--- config.mk ---
export PLATFORM = sky130hd
export DESIGN_NAME = alu64_registered_flat
export DESIGN_NICKNAME = d
export VERILOG_FILES = /design/src/rtl/alu64_registered_if.sv /design/src/rtl/alu64_registered.sv /design/src/flat_wrapper.sv
export SDC_FILE = /design/constraint.sdc
export NUM_CORES = 1
export LEC_CHECK = 0
export CAP_MARGIN = 20
export CORE_MARGIN = 2
export CORE_UTILIZATION = 32
export DETAILED_ROUTE_END_ITERATION = 10
export SKIP_LAST_GASP = 1
export SLEW_MARGIN = 0
export SYNTH_ARGS = -nofsm -noshare
export SYNTH_HDL_FRONTEND = slang
export SYNTH_SLANG_ARGS = --single-unit
--- constraint.sdc ---
create_clock -name clk -period 0.9 [get_ports clk]
set_clock_uncertainty 0.15 [all_clocks]
set_input_delay 0.18 -clock clk [delete_from_list [all_inputs] [get_ports clk]]
set_output_delay 0.18 -clock clk [all_outputs]
set_load 0.05 [all_outputs]
--- src/rtl/alu64_registered_if.sv ---
// Operand/result bundle for the registered 64-bit ALU.
// master drives operands and opcode; slave returns the registered result and flags.
interface alu64_registered_if #(
    parameter int WIDTH = 64
);
    logic             in_valid;
    logic [WIDTH-1:0] A;
    logic [WIDTH-1:0] B;
    logic [3:0]       ALU_Op;
    logic [WIDTH-1:0] R;
    logic             zero;
    logic             Overflow;
    logic             CarryOut;
    logic             out_valid;

    modport master (
        output in_valid, A, B, ALU_Op,
        input  R, zero, Overflow, CarryOut, out_valid
    );

    modport slave (
        input  in_valid, A, B, ALU_Op,
        output R, zero, Overflow, CarryOut, out_valid
    );
endinterface

--- src/rtl/alu64_registered.sv ---
// 64-bit ALU built as a ripple of 1-bit slices (AND/OR/ADD/SLT on optionally inverted
// operands), with result, zero, overflow and carry-out captured one clock after in_valid.
module alu64_slice (
    input  logic       a_i,
    input  logic       b_i,
    input  logic       ainv_i,
    input  logic       binv_i,
    input  logic       cin_i,
    input  logic       less_i,
    input  logic [1:0] op_i,
    output logic       res_o,
    output logic       cout_o
);
    logic a, b, sum;

    always_comb begin
        a      = a_i ^ ainv_i;
        b      = b_i ^ binv_i;
        sum    = a ^ b ^ cin_i;
        cout_o = (a & b) | (cin_i & (a ^ b));
        unique case (op_i)
            2'b00:   res_o = a & b;
            2'b01:   res_o = a | b;
            2'b10:   res_o = sum;
            default: res_o = less_i;
        endcase
    end
endmodule

module alu64_registered #(
    parameter int WIDTH = 64
) (
    input  logic               clk,
    input  logic               rst_n,
    alu64_registered_if.slave  alu_if
);
    logic             ainv, binv;
    logic [1:0]       op;
    logic [WIDTH-1:0] res_w;
    logic             cout_msb, cin_msb, ovf, set;

    assign ainv = alu_if.ALU_Op[3];
    assign binv = alu_if.ALU_Op[2];
    assign op   = alu_if.ALU_Op[1:0];

    // Each slice keeps its own carry wire so the chain is not a self-referencing vector.
    for (genvar i = 0; i < WIDTH; i++) begin : g_slice
        logic cin, cout, res, less;
        if (i == 0) begin : g_lsb
            assign cin  = binv;
            assign less = set;
        end else begin : g_upper
            assign cin  = g_slice[i-1].cout;
            assign less = 1'b0;
        end
        alu64_slice u_slice (
            .a_i    (alu_if.A[i]),
            .b_i    (alu_if.B[i]),
            .ainv_i (ainv),
            .binv_i (binv),
            .cin_i  (cin),
            .less_i (less),
            .op_i   (op),
            .res_o  (res),
            .cout_o (cout)
        );
        assign res_w[i] = res;
    end

    assign cin_msb  = g_slice[WIDTH-1].cin;
    assign cout_msb = g_slice[WIDTH-1].cout;
    assign ovf      = cin_msb ^ cout_msb;
    // sum[63] ^ ovf reduces to a ^ b ^ cout at the MSB, avoiding a separate sum tap.
    assign set      = (alu_if.A[WIDTH-1] ^ ainv) ^ (alu_if.B[WIDTH-1] ^ binv) ^ cout_msb;

    logic [WIDTH-1:0] r_q, r_d;
    logic             zero_q, zero_d, ovf_q, ovf_d, cout_q, cout_d, vld_q, vld_d;

    always_comb begin
        r_d    = r_q;
        zero_d = zero_q;
        ovf_d  = ovf_q;
        cout_d = cout_q;
        vld_d  = alu_if.in_valid;
        if (alu_if.in_valid) begin
            r_d    = res_w;
            zero_d = (res_w == '0);
            ovf_d  = op[1] & ovf;
            cout_d = op[1] & cout_msb;
        end
    end

    always_ff @(posedge clk or negedge rst_n) begin
        if (!rst_n) begin
            r_q    <= '0;
            zero_q <= 1'b0;
            ovf_q  <= 1'b0;
            cout_q <= 1'b0;
            vld_q  <= 1'b0;
        end else begin
            r_q    <= r_d;
            zero_q <= zero_d;
            ovf_q  <= ovf_d;
            cout_q <= cout_d;
            vld_q  <= vld_d;
        end
    end

    assign alu_if.R         = r_q;
    assign alu_if.zero      = zero_q;
    assign alu_if.Overflow  = ovf_q;
    assign alu_if.CarryOut  = cout_q;
    assign alu_if.out_valid = vld_q;
endmodule

--- src/flat_wrapper.sv ---
// flat-port wrapper written by rule: the top's interface ports become plain ports
module alu64_registered_flat 
#(
    parameter int WIDTH = 64
)
  (clk, rst_n, alu_if_in_valid, alu_if_A, alu_if_B, alu_if_ALU_Op, alu_if_R, alu_if_zero, alu_if_Overflow, alu_if_CarryOut, alu_if_out_valid);
  alu64_registered_if #(.WIDTH(WIDTH)) alu_if_i ();
  input  logic clk;
  input  logic rst_n;
  input wire logic [$bits(alu_if_i.in_valid)-1:0] alu_if_in_valid;
  input wire logic [$bits(alu_if_i.A)-1:0] alu_if_A;
  input wire logic [$bits(alu_if_i.B)-1:0] alu_if_B;
  input wire logic [$bits(alu_if_i.ALU_Op)-1:0] alu_if_ALU_Op;
  output wire logic [$bits(alu_if_i.R)-1:0] alu_if_R;
  output wire logic [$bits(alu_if_i.zero)-1:0] alu_if_zero;
  output wire logic [$bits(alu_if_i.Overflow)-1:0] alu_if_Overflow;
  output wire logic [$bits(alu_if_i.CarryOut)-1:0] alu_if_CarryOut;
  output wire logic [$bits(alu_if_i.out_valid)-1:0] alu_if_out_valid;
  assign alu_if_i.in_valid = alu_if_in_valid;
  assign alu_if_i.A = alu_if_A;
  assign alu_if_i.B = alu_if_B;
  assign alu_if_i.ALU_Op = alu_if_ALU_Op;
  assign alu_if_R = alu_if_i.R;
  assign alu_if_zero = alu_if_i.zero;
  assign alu_if_Overflow = alu_if_i.Overflow;
  assign alu_if_CarryOut = alu_if_i.CarryOut;
  assign alu_if_out_valid = alu_if_i.out_valid;
  alu64_registered #(.WIDTH(WIDTH)) u_core (.clk(clk), .rst_n(rst_n), .alu_if(alu_if_i));
endmodule
# ---- Yosys cells after proc, flatten, opt, wreduce, memory -nomap -nowiden
# Index checks and enable logic that the tools add are counted.
# Widths: inputs -> output; s select.
dict set report op_classes {
  add_sub_neg 0
  n_mul 0
  div_mod_pow 0
  n_lt_le_gt_ge 0
  eq_ne 2
  shifts 0
  n_mux 64
  bitwise_logic 516
  n_reduce_logical 2
}
# cell n
set op_table {}
lappend op_table {{$xor 1x1->1} 258}
lappend op_table {{$pmux 1 s3} 64}
lappend op_table {{$and 1x1->1} 130}
lappend op_table {{$or 1x1->1} 128}
lappend op_table {{$logic_not 64->1} 1}
lappend op_table {{$eq 2x1->1 const B} 1}
lappend op_table {{$eq 2x2->1 const B} 1}
lappend op_table {{$logic_not 2->1} 1}
dict set report word_totals {
  ff_bits 68
  latchBits 0
  ramBits 0
  rom_bits 0
  input_bits 135
  wordCells 589
  mem_count 0
}

# ---- Depth between registers and ports, before layout
dict set report logic_depth {
  word_depth 133
  depth_mapped 75
}

# ---- Cells and area by module
# A second synthesis with hierarchy kept.
dict set report unflattened {
  cells_unflattened 753
  area_unflattened_um2 8864.8
}
# mod n_inst cells_each area_each_um2 seq_area_each_um2
set by_module_without_submodules {}
lappend by_module_without_submodules {alu64_slice 64 9 96.3 0.0}
lappend by_module_without_submodules {alu64_registered 1 177 2698.8 1701.6}

# ---- Least setup slack after synthesis
# OpenSTA, ideal clock, no wires.
dict set report synth_path {
  path_type {in2reg}
  start {in alu_if_ALU_Op[2]}
  end {reg u_core.zero_q (netlist: u_core.alu_if.zero)}
  arrival_time_ns 25.269
  setup_slack_ns -24.614
  path_stages 74
  n_path_buf 3
  cell_sequence {clkbuf_1 -> buf_1 -> clkbuf_1 -> xor2_1 -> fa_1 -> fa_1 -> fa_1 -> inv_1 -> fa_1 -> fa_1 -> fa_1 -> fa_1 -> fa_1 -> fa_1 -> fa_1 -> fa_1 -> fa_1 -> fa_1 -> (+38 left out) -> fa_1 -> fa_1 -> fa_1 -> fa_1 -> fa_1 -> fa_1 -> fa_1 -> fa_1 -> fa_1 -> inv_1 -> fa_1 -> fa_1 -> fa_1 -> mux2i_1 -> o22ai_1 -> nor4_1 -> nand4_1 -> o32ai_2}
}
dict set report synth_between {
  elab_chain_cells 133
}
# item line_no
set synth_rtl {}
lappend synth_rtl {{start: declaration} flat_wrapper.sv:13} ;# input wire logic [$bits(alu_if_i.ALU_Op)-1:0] alu_if_ALU_Op;
lappend synth_rtl {{$xor 1x1->1} alu64_registered.sv:18} ;# b = b_i ^ binv_i;
lappend synth_rtl {{$xor 1x1->1} {alu64_registered.sv:19, alu64_registered.sv:20}}
lappend synth_rtl {{$and 1x1->1} alu64_registered.sv:20} ;# cout_o = (a & b) | (cin_i & (a ^ b));
lappend synth_rtl {{$or 1x1->1} alu64_registered.sv:20}
lappend synth_rtl {{$and 1x1->1} alu64_registered.sv:20}
lappend synth_rtl {{$or 1x1->1} alu64_registered.sv:20}
lappend synth_rtl {{$and 1x1->1} alu64_registered.sv:20}
lappend synth_rtl {{$or 1x1->1} alu64_registered.sv:20}
lappend synth_rtl {{(+117 left out)} -}
lappend synth_rtl {{$or 1x1->1} alu64_registered.sv:20}
lappend synth_rtl {{$and 1x1->1} alu64_registered.sv:20}
lappend synth_rtl {{$or 1x1->1} alu64_registered.sv:20}
lappend synth_rtl {{$and 1x1->1} alu64_registered.sv:20}
lappend synth_rtl {{$or 1x1->1} alu64_registered.sv:20}
lappend synth_rtl {{$xor 1x1->1} alu64_registered.sv:74} ;# assign set = (alu_if.A[WIDTH-1] ^ ainv) ^ (alu_if.B[WIDTH-1] ^ binv) ^ cout_msb;
lappend synth_rtl {{$pmux 1 s3} alu64_registered.sv:21} ;# unique case (op_i)
lappend synth_rtl {{$logic_not 64->1 (*)} alu64_registered.sv:87} ;# zero_d = (res_w == '0);
lappend synth_rtl {{end signal: assignment} alu64_registered.sv:102} ;# zero_q <= zero_d;
lappend synth_rtl {{end: declaration} alu64_registered.sv:77} ;# logic zero_q, zero_d, ovf_q, ovf_d, cout_q, cout_d, vld_q, vld_d;
# Mark *: on every way between the ends. The rest lies on a longest branch, timed or not.
# A chain may end at the register's enable or synchronous reset.

# ---- Worst setup path after layout
dict set report layout_path {
  start {in alu_if_ALU_Op[3]}
  end {reg u_core.zero_q (netlist: u_core.alu_if.zero)}
}
dict set report layout_between {
  elab_chain_cells 133
}
# item line_no
set layout_rtl {}
lappend layout_rtl {{$xor 1x1->1} alu64_registered.sv:17} ;# a = a_i ^ ainv_i;
lappend layout_rtl {{$xor 1x1->1} {alu64_registered.sv:19, alu64_registered.sv:20}}
lappend layout_rtl {{$and 1x1->1} alu64_registered.sv:20}
lappend layout_rtl {{$or 1x1->1} alu64_registered.sv:20}
lappend layout_rtl {{$and 1x1->1} alu64_registered.sv:20}
lappend layout_rtl {{$or 1x1->1} alu64_registered.sv:20}
lappend layout_rtl {{$and 1x1->1} alu64_registered.sv:20}
lappend layout_rtl {{$or 1x1->1} alu64_registered.sv:20}
lappend layout_rtl {{(+117 left out)} -}
lappend layout_rtl {{$or 1x1->1} alu64_registered.sv:20}
lappend layout_rtl {{$and 1x1->1} alu64_registered.sv:20}
lappend layout_rtl {{$or 1x1->1} alu64_registered.sv:20}
lappend layout_rtl {{$and 1x1->1} alu64_registered.sv:20}
lappend layout_rtl {{$or 1x1->1} alu64_registered.sv:20}
lappend layout_rtl {{$xor 1x1->1} alu64_registered.sv:74}
lappend layout_rtl {{$pmux 1 s3} alu64_registered.sv:21}
lappend layout_rtl {{$logic_not 64->1 (*)} alu64_registered.sv:87}
# Marks and branches as above.

==> flow_summary.yaml <==
run_status:
  status: "finished with violations"
  violations: "negative setup slack"
finish:
  final_cell_count_no_fill: 1710
  nFillCells: 2412
  seq_area_um2: 1785
  finalCoreUtilization: 0.5401
  drive_above_1_share: 0.4050
  syn_to_final_growth_pct: 65.85
  multi_input_area_um2: 6743
  stdcell_area_um2: 14560
  layout.nets: 1690
die:
  core-area_um2: 26950
  dieWidth_um: 169.6
  start_util: 0.3256
  ioPinCount: 203
  rows: 60
  die-area_um2: 28770
  fp.dieH_um: 169.6
synth:
  synthTopCellsByCount: "inv_1 (152), ha_1 (128), xor2_1 (124)"
  synth_top_area_frac: 0.1939
  syn_inst: 963
  synth.most_common_cell: "inv_1"
  synth_area_leaders: "dfrtp_1 (19%), ha_1 (18%), fa_1 (15%)"
  synth_area_per_cell_um2: 9.113
  yosysSeqAreaShare: 0.1939
  synth_ff_type: "dfrtp_1"
  syn_nets: 1290
  yosys.area.top_type: "dfrtp_1"
  netlist_area_um2: 8776
  yosysUniqueCellTypes: 32
  yosysWarnings: 0
  synth_edf_count: 0
  synth-seq-cells: 68
  async_flop_share: 1.000
critical_path:
  cp_top_family: "adder cells"
  r2r_slack_ns: -0.19
  crit_slowest_cell: "fa_1"
  critPathMaxStageDelay_ns: 0.42
  worstPathArrival_ns: 23.17
  critPathKind: "primary input to register"
  worst_setup_path_start_kind: "primary input"
  timing.rr.end: "u_core.alu_if.R[25]"
  cpMostUsedCell: "fa_2"
  crit_fanout: 2
  reg2reg_depth: 2
  cp_data_required_time_ns: 1.00
  end_kind: "register"
  r2r-start: "u_core.alu_if.R[25]"
  crit_buf_inv: 3
place:
  placedCellCount: 1679
  pre_cts_ws_ns: -22.97
  postPlaceCellArea_um2: 13710
  place.gp.congestion: 0.8410
  hpwlAfterDp_um: 22190
  io_buffer_count: 202
cts:
  cts.path.max_buffers: 2
  insertion_delay_ns: 0.34
  clock-root-buffer: "clkbuf_16"
  numCtsBuffers: 9
  htreeDepth: 3
  clk_pin_slew_ns: 0.06
  cts_tree: "done"
  cts_sinks: 68
grt:
  gr-total-overflow: 0
  grt_pass1_wl_um: 43920
  grt_pass1_vias: 8402
  grt_max_degree: 46
  antenna_found_initial: 1
  grt.total_usage: 0.1982
detailed_routing:
  ant_nets: 0
  drt-wirelength-per-cell_um: 16.21
  drc: 0
  num_vias: 7743
  drt-initial-drc-count: 346
  routed_via_density: 4.528
  finalWirelength_um: 27720
  drt_pass1_iterations: 4
timing:
  relSlewSlack: 0.5771
  hold_viol: 0
  final-setup-viol-count: 135
  period_minus_slack_ns: 23.07
  worst_hold_slack_ns: 0.1756
  post-route-period-util: 25.63
  rsz0062_at_grt: "yes"
  fin_ws_ns: -22.17
  fin_tns_setup_ns: -823.32
  slew_violations: 0
  tightest_slew_ns: 0.6344
  fmax_mhz: 43.35
power_and_ir_drop:
  leakagePower_nw: 6.883
  worst_ir_drop_vdd_uv: 932.9
  powerDensity_nw_per_um2: 1470
  power_mw: 21.40
worst_hold_path:
  min_path_type: "primary input to async pin"
flow_run:
  max_cap_viol_count: 0
==> area by class of cell <==
type                            instances  area share
Antenna cell                            1   0.0001719
Clock buffer                           10     0.01573
Clock inverter                          6    0.009370
Inverter                              152     0.03937
Multi-Input combinational cell        684      0.4633
Sequential cell                        68      0.1227
Tap cell                              341     0.02931
Timing Repair Buffer                  448      0.3201
==> tightest hold or removal path, stage by stage <==
cell and delay (ns):
dlygate4sd3_1 0.53, buf_4 0.14, buf_12 0.19
==> repair_timing <==
item | 4_1_cts | 5_1_grt
setup endpoints to repair | 135 | 135
resized for setup | 75 | 42
hold endpoints to repair | 68 | 0
hold buffers | 1 | 0
setup buffers | 24 | 19
pin swaps | 24 | 21
==> worst max path at each step <==
stage / cells after the start / startpoint / to
floorplan: 74 / alu_if_ALU_Op[2] / u_core.alu_if.zero
global placement: 74 / alu_if_A[0] / u_core.alu_if.zero
detailed placement: 74 / alu_if_A[0] / u_core.alu_if.zero
CTS: 73 / alu_if_ALU_Op[3] / u_core.alu_if.zero
global route: 73 / alu_if_ALU_Op[3] / u_core.alu_if.zero
finish: 73 / alu_if_ALU_Op[3] / u_core.alu_if.zero
==> logic make-up (layout without fill, tap and decap cells) <==
logic type | after synthesis | after routing | share of synthesized area
other | 0 | 1 | 0
adders and majority gates | 192 | 192 | 0.3285
and+or+nand+nor | 165 | 165 | 0.1008
AOI/OAI and AO/OA | 166 | 166 | 0.1166
buffers and inverters | 211 | 616 | 0.09424
DFF | 68 | 68 | 0.1939
xor gates and xnor gates | 130 | 130 | 0.1297
muxes | 31 | 31 | 0.03621
==> registers in the layout, summed over array words and instances, names as in the netlist <==
name,cells
u_core.alu_if.R,64
u_core.alu_if.CarryOut,1
u_core.alu_if.Overflow,1
u_core.alu_if.out_valid,1
u_core.alu_if.zero,1
==> per-layer routing <==
layer / GRT usage / vias up / routed length (um)
li1: - / 3810 / -
met1: 0.2516 / 3753 / 12190
met5: 0 / - / 6
met4: 0.05983 / 2 / 460
met2: 0.3494 / 151 / 14110
met3: 0.02729 / 27 / 953
==> cell usage in the layout, fill, tap and decap left out, drive strengths merged, types with 2 or more instances in the layout <==
master | synthesis | routed
buf | 24 | 321
inv | 152 | 152
ha | 128 | 128
xor2 | 124 | 124
clkdlybuf4s50 | 0 | 122
nor2b | 76 | 76
dfrtp | 68 | 68
fa | 64 | 64
nor2 | 60 | 60
a21oi | 59 | 59
o21ai | 43 | 43
o31ai | 38 | 38
mux2i | 25 | 25
o22a | 20 | 20
nand4 | 14 | 14
clkbuf | 35 | 11
xnor2 | 6 | 6
mux2 | 6 | 6
o22ai | 5 | 5
nand2 | 4 | 4
bufinv | 0 | 4
nand2b | 3 | 3
or3 | 2 | 2
nor4 | 2 | 2
dlygate4sd2 | 0 | 2
==> report_power, final <==
group,switching [mW],internal (mW),leakage [nW]
Combinational,6.12,6.42,5.99
Clock,1.59,3.00,0.173
Sequential,0.619,3.65,0.722
Note: power is estimated with default switching activity, not from simulation.
